### config.mk
export PLATFORM = sky130hd
export DESIGN_NAME = ibex_cx_dispatcher
export DESIGN_NICKNAME = d
export VERILOG_FILES = /design/src/rtl/ibex_cx_dispatcher.sv
export SDC_FILE = /design/constraint.sdc
export NUM_CORES = 1
export LEC_CHECK = 0
export ABC_AREA = 1
export BUFFER_PORTS_ARGS = -buffer_cell sky130_fd_sc_hd__buf_2
export CAP_MARGIN = 10
export CORE_AREA = 2 2 161 163
export CTS_CLUSTER_SIZE = 8
export DETAILED_ROUTE_END_ITERATION = 12
export DIE_AREA = 0 0 163 165
export PLACE_DENSITY = 0.53
export SLEW_MARGIN = 20
export SYNTH_ARGS = -nofsm -noshare
export SYNTH_HDL_FRONTEND = slang
export SYNTH_SLANG_ARGS = --single-unit
### constraint.sdc
create_clock -name clk_i -period 4.3 [get_ports clk_i]
set_input_delay 0.215 -clock clk_i [delete_from_list [all_inputs] [get_ports clk_i]]
set_output_delay 0.215 -clock clk_i [all_outputs]
set_load 0.05 [all_outputs]
### src/rtl/ibex_cx_dispatcher.sv
// ibex_cx_dispatcher: routes custom-extension instructions to one of NUM_CX attached units.
// Revision 1.0 - initial release.
`default_nettype none

module ibex_cx_dispatcher #(
  parameter int NUM_CX  = 4,
  parameter int TIMEOUT = 255
) (
  input  logic                 clk_i,
  input  logic                 rst_i,
  input  logic                 cx_valid_i,
  input  logic [6:0]           cx_opcode_i,
  input  logic [9:0]           cx_funct_i,
  input  logic [31:0]          cx_op_a_i,
  input  logic [31:0]          cx_op_b_i,
  output logic                 cx_busy_o,
  output logic                 cx_done_o,
  output logic                 cx_err_o,
  output logic [31:0]          cx_result_o,
  input  logic                 csr_we_i,
  input  logic [11:0]          csr_addr_i,
  input  logic [31:0]          csr_wdata_i,
  output logic [31:0]          csr_rdata_o,
  output logic [NUM_CX-1:0]    unit_req_o,
  output logic [9:0]           unit_funct_o,
  output logic [31:0]          unit_op_a_o,
  output logic [31:0]          unit_op_b_o,
  input  logic [NUM_CX-1:0]    unit_gnt_i,
  input  logic [NUM_CX-1:0]    unit_rvalid_i,
  input  logic [NUM_CX-1:0]    unit_err_i,
  input  logic [NUM_CX*32-1:0] unit_rdata_i
);

  localparam int IDX_W = (NUM_CX > 1) ? $clog2(NUM_CX) : 1;
  localparam int CNT_W = (TIMEOUT > 1) ? $clog2(TIMEOUT) : 1;
  localparam logic [CNT_W-1:0] TMO_LAST = CNT_W'(TIMEOUT - 1);
  localparam logic [11:0] ADDR_SEL  = 12'h400;
  localparam logic [11:0] ADDR_STAT = 12'h401;

  typedef enum logic [1:0] {
    IDLE = 2'd0,
    REQ  = 2'd1,
    WAIT = 2'd2,
    RESP = 2'd3
  } state_t;

  state_t              state;
  logic                sel_en;
  logic [3:0]          sel_idx;
  logic                stat_tmo;
  logic                stat_uerr;
  logic                stat_ill;
  logic [7:0]          stat_cnt;
  logic [IDX_W-1:0]    idx;
  logic [CNT_W-1:0]    tmo_cnt;
  logic [NUM_CX-1:0]   req;
  logic [9:0]          funct;
  logic [31:0]         op_a;
  logic [31:0]         op_b;
  logic                done;
  logic                err;
  logic [31:0]         result;

  logic                legal_op;
  logic                sel_bad;
  logic                sel_gnt;
  logic                sel_rvalid;
  logic                sel_err;
  logic [31:0]         sel_rdata;
  logic                tmo_hit;
  logic                unused_wdata;

  assign legal_op   = (cx_opcode_i == 7'h0B) || (cx_opcode_i == 7'h2B) || (cx_opcode_i == 7'h5B);
  assign sel_bad    = !sel_en || ({28'd0, sel_idx} >= 32'(NUM_CX));
  assign sel_gnt    = unit_gnt_i[idx];
  assign sel_rvalid = unit_rvalid_i[idx];
  assign sel_err    = unit_err_i[idx];
  assign sel_rdata  = unit_rdata_i[int'(idx)*32 +: 32];
  assign tmo_hit    = (tmo_cnt >= TMO_LAST);
  assign unused_wdata = ^csr_wdata_i[30:4];

  assign cx_busy_o    = (state != IDLE);
  assign cx_done_o    = done;
  assign cx_err_o     = err;
  assign cx_result_o  = result;
  assign unit_req_o   = req;
  assign unit_funct_o = funct;
  assign unit_op_a_o  = op_a;
  assign unit_op_b_o  = op_b;

  always_comb begin
    csr_rdata_o = 32'd0;
    case (csr_addr_i)
      ADDR_SEL:  csr_rdata_o = {sel_en, 27'd0, sel_idx};
      ADDR_STAT: csr_rdata_o = {16'd0, stat_cnt, 5'd0, stat_ill, stat_uerr, stat_tmo};
      default:   csr_rdata_o = 32'd0;
    endcase
  end

  always_ff @(posedge clk_i) begin
    if (rst_i) begin
      state     <= IDLE;
      sel_en    <= 1'b0;
      sel_idx   <= 4'd0;
      stat_tmo  <= 1'b0;
      stat_uerr <= 1'b0;
      stat_ill  <= 1'b0;
      stat_cnt  <= 8'd0;
      idx       <= '0;
      tmo_cnt   <= '0;
      req       <= '0;
      funct     <= 10'd0;
      op_a      <= 32'd0;
      op_b      <= 32'd0;
      done      <= 1'b0;
      err       <= 1'b0;
      result    <= 32'd0;
    end else begin
      done <= 1'b0;

      if (csr_we_i && csr_addr_i == ADDR_SEL) begin
        sel_en  <= csr_wdata_i[31];
        sel_idx <= csr_wdata_i[3:0];
      end
      // A same-cycle completion event still lands on top of the clear.
      if (csr_we_i && csr_addr_i == ADDR_STAT) begin
        stat_tmo  <= 1'b0;
        stat_uerr <= 1'b0;
        stat_ill  <= 1'b0;
        stat_cnt  <= 8'd0;
      end

      case (state)
        IDLE: begin
          if (cx_valid_i && legal_op) begin
            tmo_cnt <= '0;
            if (sel_bad) begin
              state    <= RESP;
              done     <= 1'b1;
              err      <= 1'b1;
              result   <= 32'd0;
              stat_ill <= 1'b1;
            end else begin
              state <= REQ;
              idx   <= sel_idx[IDX_W-1:0];
              req   <= NUM_CX'(1) << sel_idx[IDX_W-1:0];
              funct <= cx_funct_i;
              op_a  <= cx_op_a_i;
              op_b  <= cx_op_b_i;
            end
          end
        end

        REQ, WAIT: begin
          if (sel_rvalid && (state == WAIT || sel_gnt)) begin
            state  <= RESP;
            req    <= '0;
            done   <= 1'b1;
            err    <= sel_err;
            result <= sel_err ? 32'd0 : sel_rdata;
            if (sel_err) stat_uerr <= 1'b1;
            else         stat_cnt  <= stat_cnt + 8'd1;
          end else if (tmo_hit) begin
            state    <= RESP;
            req      <= '0;
            done     <= 1'b1;
            err      <= 1'b1;
            result   <= 32'd0;
            stat_tmo <= 1'b1;
          end else begin
            tmo_cnt <= tmo_cnt + 1'b1;
            if (state == REQ && sel_gnt) begin
              state <= WAIT;
              req   <= '0;
            end
          end
        end

        RESP: begin
          state  <= IDLE;
          err    <= 1'b0;
          result <= 32'd0;
        end

        default: state <= IDLE;
      endcase
    end
  end

endmodule

`default_nettype wire

==> summary.md, run 1 <==
| Metric | Value |
|---|---|
| Pre-antenna DRT Iters | `7` |
| Yosys top cell by area | `dfxtp_1` |
| GR Util All Layers | `16.67%` |
| Layout cells sized above 1 | `30.04%` |
| Status | `completed` |
| Pwr dens | `492.2 nW/um^2` |
| Post-synth EDFFs | `0` |
| Die ar. | `~27000 sq um` |
| Comb pwr share | `about a third` |
| Core box area | `25040 sq um` |
| CP Data Required Time | `4650 ps` |
| DRC Markers | `0` |
| CTS Root Cell | `clkbuf_16` |
| Setup_tns | `0 ps` |
| Register area share after synthesis | `39.94%` |
| Fill count | `2768` |
| Reg power frac | `between 30% and 40%` |
| Area Overhead vs Synth | `36.54%` |
| Die height | `165 microns` |
| Port buffer count | `about 370` |
| Placed Area | `8909 sq um` |
| IO Pins | `about 410` |
| Gpl congestion | `0.8173` |
| Most used DFF post-synth | `dfxtp_1` |
| Worst Path Arrival | `3410 ps` |
| Worst-path clk slew | `approximately 70 ps` |
| Mapped Area | `7017 sq um` |
| Most frequent cell after synthesis | `nor2_1` |
| Post-synthesis sequential element count | `140` |
| DR vias | `a little under 8000` |
| CP Class | `register to register` |
| Worst Setup Start Kind | `register` |
| Crit-path max FO | `36` |
| Vias per cell | `4.507` |
| Period utilisation layout | `71.05%` |
| # clock sinks | `140` |
| Final Max Slew Viols | `0` |
| Post-CTS Resized | `0` |
| Vias in the first global route | `7039` |
| Post-synth cell types | `33` |
| Worst-Skew Late Latency | `420 ps` |
| Layout net count | `about 1700` |
| Fmax | `327.3 MHz` |
| Switching Fraction | `39.35%` |
| Num CTS Buffers | `17` |
| Clock group share of total power | `35.6%` |
| Final hold vios | `0` |
| Total Wirelength | `23570 microns` |
| Setup repair bufs after CTS | `0` |
| Min Tclk post-route | `3055 ps` |
| Synthesized area per cell | `6.515 sq um` |
| Final WS setup | `1245 ps` |
| Post-synthesis async set-or-reset flop share | `0%` |
| Max Cap Viol | `0` |
| 1st-iter DRT viols | `about 520` |
| Die W | `163 microns` |
| Internal | `2.860 mW` |
| Initial antenna violation count | `1` |
| Largest net degree at the start of global routing | `88` |
| Place WS | `1149 ps` |
| Post-CTS Hold Buffers | `0` |
| Synth cell count leaders | `nor2_1 (306), nand2_1 (200), dfxtp_1 (140), o21ai_0 (122), inv_1 (45)` |
| Clk buf depth | `2` |
| N_diodes | `0` |
| Multi-input logic area | `3592 sq um` |
| Avg WL per Cell | `13.51 microns` |
| CTS tree | `built` |
| Setup violations, final | `0` |
| RSZ-0062 raised after global routing | `no` |
| CP endpoint kind | `register` |
| Total gr overflow | `0` |
| Least-Margin Pin Slew | `between 800 and 900 ps` |
| Syn Inst Count | `approximately 1100` |
| Global-route wire length before repair | `35910 microns` |
| Net Sw Power | `1.855 mW` |
| Routed Antenna Nets | `0` |
| Initial Util | `28.03%` |
| Worst vdd ir | `0.0002492 V` |
| Seq. cell area | `about 2800 sq um` |
| LEAKAGE | `4.631 nW` |
| FP Rows | `58` |
| Final Skew | `about 13 ps` |
| Area contributors post-synth | `dfxtp_1 (40%), nor2_1 (16%), nand2_1 (11%)` |
| Yosys warns | `0` |
| Hold WC Path Type | `primary input to register` |
| Total number of H-tree levels | `4` |
| Design area | `around 9600 sq um` |
| Post-synth top area share | `39.94%` |
| DP HPWL | `16920 microns` |
| Slew HR | `45.84%` |
## logic make-up (layout without fill, tap and decap cells)
logic type      count (synthesis)  in the layout  synth area share (%)
fa+ha+maj                       8              8                 1.427
buf+inv                       140            460                 9.825
flops                         140            140                 39.94
simple gates                  580            580                 33.18
other cells                     1             19               0.05344
compound gates                207            207                 15.44
xor+xnor                        1              1                0.1248
## layout by cell type (no fill, tap or decap), types with 2 or more instances in the layout
| master | count |
|---|---|
| o22ai_1 | 31 |
| nor3b_1 | 3 |
| nand3b_1 | 2 |
| bufinv_16 | 4 |
| ha_1 | 8 |
| nand2_2 | 2 |
| nand3_1 | 44 |
| o21ai_0 | 122 |
| dfxtp_1 | 139 |
| buf_4 | 8 |
| inv_6 | 5 |
| inv_8 | 3 |
| nand2_1 | 200 |
| nor3_2 | 2 |
| clkinv_8 | 3 |
| nand4_1 | 7 |
| a21oi_1 | 27 |
| conb_1 | 19 |
| nor4_1 | 3 |
| clkbuf_16 | 17 |
| o21ai_1 | 24 |
| inv_2 | 6 |
| nor3_1 | 3 |
| clkinv_2 | 3 |
| nor2_1 | 306 |
| inv_1 | 44 |
| buf_2 | 367 |
| and2_0 | 4 |
## registers in the layout (all words and copies together) (netlist names)
signal and cells:
cx_result_o 32, unit_op_a_o 32, unit_op_b_o 32, unit_funct_o 10, stat_cnt 8, tmo_cnt 8
sel_idx 4, unit_req_o 4, idx 2, state 2, cx_done_o 1, cx_err_o 1
sel_en 1, stat_ill 1, stat_tmo 1, stat_uerr 1
## layer usage
layer,part of all wire (%),track usage (%),vias up
met5,0.055,0,-
met4,1.6,4.907,2
met3,5.8,4.093,23
met2,49,29.70,230
met1,43,19.81,3537
li1,-,-,4072
## stage by stage
| stage | total power [mW] | util (%) | hold WS [ps] | instances |
|---|---|---|---|---|
| after detailed placement | 3.082 | 35.58 | 458.2 | 1713 |
| after global routing | 5.018 | 38.27 | 18.47 | 1745 |
| after CTS | 4.790 | 38.27 | 12.19 | 1745 |
| after floorplan | 2.749 | - | 363.8 | 1095 |
| after global placement | 3.070 | 35.58 | 451.2 | 1713 |
| final | 4.716 | 38.27 | 34.59 | 1745 |
## worst paths after layout
path                                    start               to  slack, ps  depth (start not counted)
worst max register to register         idx[1]  cx_result_o[12]       1240                         11
worst max-delay path                   idx[1]  cx_result_o[12]       1240                         11
worst min-delay path            cx_op_a_i[25]  unit_op_a_o[25]         30                          3
worst min register to register         sel_en           sel_en        470                          2
## critical path: stages, from the launching register on
cell,delay (ps)
dfxtp_1,310
buf_4,350
clkinv_2,530
nand3_1,250
nand2_1,120
nand2_2,110
nand4_2,340
clkinv_2,550
nand2_1,110
nand2_1,100
nand2_1,80
nor2_1,110
## power groups by stage
stage / Sequential, mW / Combinational (mW) / Clock, mW
2_1_floorplan: 1.96 / 0.792 / 0
3_3_place_gp: 1.53 / 1.54 / 0
3_5_place_dp: 1.54 / 1.54 / 0
4_1_cts: 1.51 / 1.55 / 1.73
5_1_grt: 1.53 / 1.70 / 1.79
6_report: 1.51 / 1.53 / 1.68
## layout make-up
cell class              instances  area share, %
multi-input cells             815          37.50
clock buffers                  17          4.440
flip-flops and latches        140          29.27
repair buffers                375          19.80
inverters                      53          2.116
well taps                     330          4.310
clock inverters                15          2.573
(Power assumes the default switching activity.)
==> inputs of run 2 (changes only) <==
--- a/config.mk
+++ b/config.mk
@@ -8,11 +8,11 @@
 export ABC_AREA = 1
 export BUFFER_PORTS_ARGS = -buffer_cell sky130_fd_sc_hd__buf_2
 export CAP_MARGIN = 10
-export CORE_AREA = 2 2 161 163
+export CORE_AREA = 2 2 159 161
 export CTS_CLUSTER_SIZE = 8
 export DETAILED_ROUTE_END_ITERATION = 12
-export DIE_AREA = 0 0 163 165
-export PLACE_DENSITY = 0.53
+export DIE_AREA = 0 0 161 163
+export PLACE_DENSITY = 0.55
 export SLEW_MARGIN = 20
 export SYNTH_ARGS = -nofsm -noshare
 export SYNTH_HDL_FRONTEND = slang
==> constraint.sdc (replaced) <==
create_clock -name clk_i -period 3.2 [get_ports clk_i]
set_input_delay 0.16 -clock clk_i [delete_from_list [all_inputs] [get_ports clk_i]]
set_output_delay 0.16 -clock clk_i [all_outputs]
set_load 0.05 [all_outputs]
==> run 2 against run 1 <==
Combinational power is 41% higher. Cell area is 5.7% higher. Die area is 2.4% lower. Via count is 3.0% higher. Sequential power is 34% higher. Count of clock-buffer cells in the layout stayed put.
==> summary.md, run 2 (synthesis gave the netlist of run 1 again) <==
| Metric | Value |
|---|---|
| Crit-path cells | `buf_4, nand3_1, nand2_1, nand2_2, nand2_4, nand3_1, nand2_1, clkinv_2, nand2_1, nand2_1, nor2_1` |
| Die W | `161 microns` |
| Initial Util | `28.44%` |
| Hold WC Path Type | `primary input to register` |
| Post-CTS Resized | `0` |
| Status | `completed` |
| Gpl congestion | `0.8804` |
| Dpl cells | `1718` |
| Total number of H-tree levels | `4` |
| Worst Setup Start Kind | `register` |
| Routed Antenna Nets | `0` |
| Layout cells sized above 1 | `between 20 and 30%` |
| Global-route wire length before repair | `just under 40000 microns` |
| LEAKAGE | `4.854 nW` |
| Layout net count | `between 1500 and 2000` |
| DR vias | `8098` |
| Top cell by count, worst path | `nand2_1` |
| Die ar. | `between 20000 and 30000 sq um` |
| Die height | `163 microns` |
| Worst Path Arrival | `2910 ps` |
| Largest net degree at the start of global routing | `71` |
| Max Cap Viol | `0` |
| CP Class | `register to register` |
| Min Tclk post-route | `2550 ps` |
| Fmax | `392.1 MHz` |
| Vias per cell | `4.484` |
| Clk buf depth | `2` |
| Period utilisation layout | `around 80%` |
| Vias in the first global route | `about 7300` |
| Num CTS Buffers | `17` |
| Final WS setup | `649.6 ps` |
| Crit-path max FO | `66` |
| Internal | `3.655 mW` |
| DRC Markers | `0` |
| Total gr overflow | `0` |
| RSZ-0062 raised after global routing | `no` |
| Fill count | `2646` |
| Comb pwr share | `34.9%` |
| Net Sw Power | `2.539 mW` |
| CP Data Required Time | `3560 ps` |
| Pre-antenna DRT Iters | `5` |
| Core box area | `24670 sq um` |
| Final Skew | `18.73 ps` |
| IO Pins | `414` |
| Place WS | `690.7 ps` |
| DP HPWL | `18460 microns` |
| N_diodes | `0` |
| Setup_tns | `0 ps` |
| # clock sinks | `140` |
| Total Wirelength | `25190 microns` |
| GR Util All Layers | `approximately 18%` |
| Area Overhead vs Synth | `44.33%` |
| Fin cells | `1806` |
| CP max stage delay | `between 600 and 700 ps` |
| Crit-path slowest cell | `clkinv_2` |
| Slew HR | `43.63%` |
| Reg power frac | `32.7%` |
| Worst-Skew Late Latency | `420 ps` |
| Port buffer count | `367` |
| Initial antenna violation count | `0` |
| Worst-path clk slew | `~70 ps` |
| CTS Root Cell | `clkbuf_16` |
| Commonest non-fill, non-tap cell in the layout | `buf_2` |
| Least-Margin Pin Slew | `844.6 ps` |
| Avg WL per Cell | `13.95 microns` |
| Switching Fraction | `40.99%` |
| CTS tree | `built` |
| 1st-iter DRT viols | `615` |
| FP Rows | `58` |
| CP delay by family, top | `simple AND/OR/NAND/NOR gates` |
| Final Max Slew Viols | `0` |
| Clock group share of total power | `around a third` |
| Final hold vios | `0` |
| Worst vdd ir | `0.0003013 V` |
| CP endpoint kind | `register` |
| Setup violations, final | `0` |
| Worst path bufs/invs | `2` |
| Min Hold Slack | `about 18 ps` |
| Pwr dens | `611.6 nW/um^2` |
| Highest-count cells in the layout ignoring fill and taps | `buf_2 (367), nor2_1 (306), nand2_1 (200)` |
## run 2: metal layers
layer | vias to the layer above | track usage [%] | part of all wire, %
met3 | 41 | 4.304 | 6.2
met2 | 264 | 31.49 | 48
met1 | 3596 | 22.73 | 44
met5 | - | 0 | 0
li1 | 4197 | - | -
met4 | 0 | 6.575 | 2.5
## run 2: power by group through the flow
stage | registers, mW | logic, mW | clock network [mW]
6_report | 2.03 | 2.16 | 2.01
5_1_grt | 2.05 | 2.40 | 2.14
4_1_cts | 2.03 | 2.17 | 2.07
3_5_place_dp | 2.07 | 2.11 | 0
3_3_place_gp | 2.06 | 2.11 | 0
2_1_floorplan | 2.63 | 1.06 | 0
## run 2: worst paths after layout
kind         slack (ps)  depth (start not counted)             end          from
max                 650                         11  cx_result_o[1]        idx[1]
min                  20                          3  unit_op_b_o[7]  cx_op_b_i[7]
min reg2reg         470                          2        stat_tmo      stat_tmo
max reg2reg         650                         11  cx_result_o[1]        idx[1]
## run 2: final cells by class
class	count	area, sq um	area share, %
Sequential cell	140	2804	27.69
Clock inverter	15	168.9	1.668
Tap cell	330	412.9	4.077
Clock buffer	17	425.4	4.201
Inverter	53	203.9	2.014
Multi-Input combinational cell	815	3592	35.47
Timing Repair Buffer	436	2520	24.88
## run 2: what timing repair did
action,CTS,global route
hold buffers,56,0
setup buffers,0,0
hold endpoints to repair,56,0
## run 2: metrics by stage
stage / instance area [sq um] / power, mW / util (%)
floorplan: 7084 / 3.694 / -
global placement: 8971 / 4.169 / 36.36
detailed placement: 8971 / 4.173 / 36.36
CTS: 10130 / 6.261 / 41.04
global route: 10130 / 6.590 / 41.04
finish: 10130 / 6.194 / 41.04
## run 2: worst reg2reg max path, stage by stage, from the launching register on
cell and delay, ps:
dfxtp_1 350, buf_4 330, nand3_1 130, nand2_1 140
nand2_2 100, nand2_4 90, nand3_1 70, nand2_1 120
clkinv_2 650, nand2_1 360, nand2_1 70, nor2_1 80
==> inputs of run 3 (changes only) <==
--- a/config.mk
+++ b/config.mk
@@ -8,10 +8,10 @@
 export ABC_AREA = 1
 export BUFFER_PORTS_ARGS = -buffer_cell sky130_fd_sc_hd__buf_2
 export CAP_MARGIN = 10
-export CORE_AREA = 2 2 159 161
+export CORE_AREA = 2 2 162 164
 export CTS_CLUSTER_SIZE = 8
 export DETAILED_ROUTE_END_ITERATION = 12
-export DIE_AREA = 0 0 161 163
+export DIE_AREA = 0 0 164 166
 export PLACE_DENSITY = 0.55
 export SLEW_MARGIN = 20
 export SYNTH_ARGS = -nofsm -noshare
==> constraint.sdc (replaced) <==
create_clock -name clk_i -period 2.25 [get_ports clk_i]
set_input_delay 0.1125 -clock clk_i [delete_from_list [all_inputs] [get_ports clk_i]]
set_output_delay 0.1125 -clock clk_i [all_outputs]
set_load 0.05 [all_outputs]
==> run 3 against run 2 <==
Critical path depth down 2. First-iteration DRC count is 12% lower. Utilization down 0.30 points. Worst hold slack got worse by 8.0 ps. Sequential power rose by 42%. Register-to-register slack got worse by 390 ps. Global-route usage down 0.64 points. Clock skew shrank 4.8 ps. Power rose by 45%. Die area up 3.7%. Critical path type unchanged.
==> summary.md, run 3 (synthesis gave the netlist of run 1 again) <==
| Metric | Value |
|---|---|
| Initial antenna violation count | `3` |
| IO Pins | `between 400 and 500` |
| Min Hold Slack | `~10 ps` |
| CP endpoint kind | `register` |
| Worst Setup Start Kind | `register` |
| Die ar. | `27220 sq um` |
| Flop2flop setup slack | `260 ps` |
| Design area | `approximately 10000 sq um` |
| Crit-path slowest cell | `dfxtp_1` |
| Die W | `164 microns` |
| CTS tree | `built` |
| Final Max Slew Viols | `0` |
| Area Overhead vs Synth | `48.75%` |
| Min Tclk post-route | `just under 2000 ps` |
| Worst min-delay path endpoint | `unit_op_a_o[2]` |
| DR vias | `8225` |
| Pwr dens | `858.1 nW/um^2` |
| Min-delay src | `cx_op_a_i[2]` |
| Period utilisation layout | `88.26%` |
| Final Skew | `13.94 ps` |
| Crit-path cells | `clkinv_2, nand3_1, nand2_2, nand4_2, clkinv_2, buf_4, nand2_1, nand2_1, a21oi_1` |
| Worst Path Arrival | `2340 ps` |
| Total Wirelength | `24940 microns` |
| Fmax | `503.6 MHz` |
| Routed Antenna Nets | `0` |
| R2r endpoint | `stat_cnt[4]` |
| Worst-path clk slew | `70 ps` |
| Setup violations, final | `0` |
| Gpl congestion | `0.8710` |
| Die height | `166 microns` |
| Port buffer count | `~370` |
| DP HPWL | `roughly 18000 microns` |
| Worst vdd ir | `about 0.00039 V` |
| 1st-iter DRT viols | `539` |
| Total power | `8.956 mW` |
| Worst r2r path cells | `9` |
| Total gr overflow | `0` |
| Num CTS Buffers | `17` |
| CP Data Required Time | `2600 ps` |
| Highest-count cells in the layout ignoring fill and taps | `buf_2 (367), nor2_1 (306), nand2_1 (200)` |
| Final hold vios | `0` |
| Status | `completed` |
| FP Rows | `slightly below 60` |
| Placed Area | `9070 sq um` |
| Worst-Skew Late Latency | `420 ps` |
| GR Util All Layers | `17.79%` |
| Layout net count | `1770` |
| Layout cells sized above 1 | `29.15%` |
| Max Cap Viol | `0` |
| Total number of H-tree levels | `4` |
| Global-route wire length before repair | `38910 microns` |
| Vias per cell | `about 4.5` |
| Crit-path max FO | `33` |
| CP Class | `register to register` |
| DRC Markers | `0` |
| Avg WL per Cell | `about 14 microns` |
| Setup_tns | `0 ps` |
| Hold WC Path Type | `primary input to register` |
| Hold path depth | `3` |
| Vias in the first global route | `7820` |
| Pre-antenna DRT Iters | `6` |
| # clock sinks | `between 100 and 150` |
| Initial Util | `a little over a quarter` |
| Post-CTS Resized | `0` |
| CTS Root Cell | `clkbuf_16` |
| Least-Margin Pin Slew | `623.9 ps` |
| Reg2Reg Launch Point | `idx[1]` |
| LEAKAGE | `4.990 nW` |
| CP max stage delay | `approximately 550 ps` |
| Slew HR | `58.40%` |
| RSZ-0062 raised after global routing | `no` |
| Commonest non-fill, non-tap cell in the layout | `buf_2` |
| Clk buf depth | `2` |
| Largest net degree at the start of global routing | `75` |
| Core box area | `25620 sq um` |
==> run 3: cell count changes in the layout (fill, tap and decap cells not counted) <==
cell / change
dlygate4sd3_1: +21
buf_4: +7
buf_12: +2
clkinv_4: -2
clkinvlp_4: +2
diode_2: +2
clkinv_2: -1
inv_2: +1
==> run 3: worst max path at each step <==
stage | endpoint | slack, ps | from | depth (start not counted)
floorplan | csr_rdata_o[0] | 420 | csr_addr_i[2] | 5
global placement | stat_cnt[4] | 250 | idx[1] | 9
detailed placement | stat_cnt[4] | 200 | idx[1] | 9
CTS | stat_cnt[4] | 190 | idx[1] | 9
global route | stat_cnt[4] | 20 | idx[1] | 9
finish | stat_cnt[4] | 260 | idx[1] | 9
==> run 3: report_power, final <==
| part | internal, mW | switching, mW | total, mW |
|---|---|---|---|
| Clock | 1.58 | 1.27 | 2.85 |
| Sequential | 2.75 | 0.136 | 2.88 |
| Combinational | 0.998 | 2.22 | 3.22 |
==> run 3: what timing repair did <==
item,4_1_cts,5_1_grt
setup buffers,0,0
hold buffers,77,0
hold endpoints to repair,77,0
==> run 3: area by class of cell <==
cell class	instances	area, sq um
flip-flops and latches	140	2804
well taps	335	419.2
clock buffers	17	425.4
clock inverters	15	166.4
multi-input cells	815	3592
inverters	53	202.7
fillers	2748	15180
diodes	2	5.005
repair buffers	466	2823
==> run 3: critical path: cells and delay by family (launching register included) <==
kind / cells / cell delay (ps)
AO/OA/AOI/OAI: 1 / 100
buffers and inverters: 3 / 840
flip-flops: 1 / 550
AND/OR/NAND/NOR: 5 / 420
==> run 3: metrics by stage <==
step                      utilization, %  cells  setup WS (ps)
after CTS                          40.73   1841          192.8
after detailed placement           35.41   1732          200.3
after floorplan                        -   1095          418.9
after global placement             35.41   1732          247.3
after global routing               40.74   1842          15.78
final                              40.75   1843          264.2
==> run 3: routing by layer <==
| metal | GRT usage [%] | wire (microns) | up-vias |
|---|---|---|---|
| met5 | 0 | 13 | - |
| met4 | 5.873 | 466 | 2 |
| met3 | 3.996 | 1483 | 34 |
| met2 | 32.21 | 12280 | 252 |
| met1 | 20.47 | 10700 | 3676 |
| li1 | - | - | 4261 |
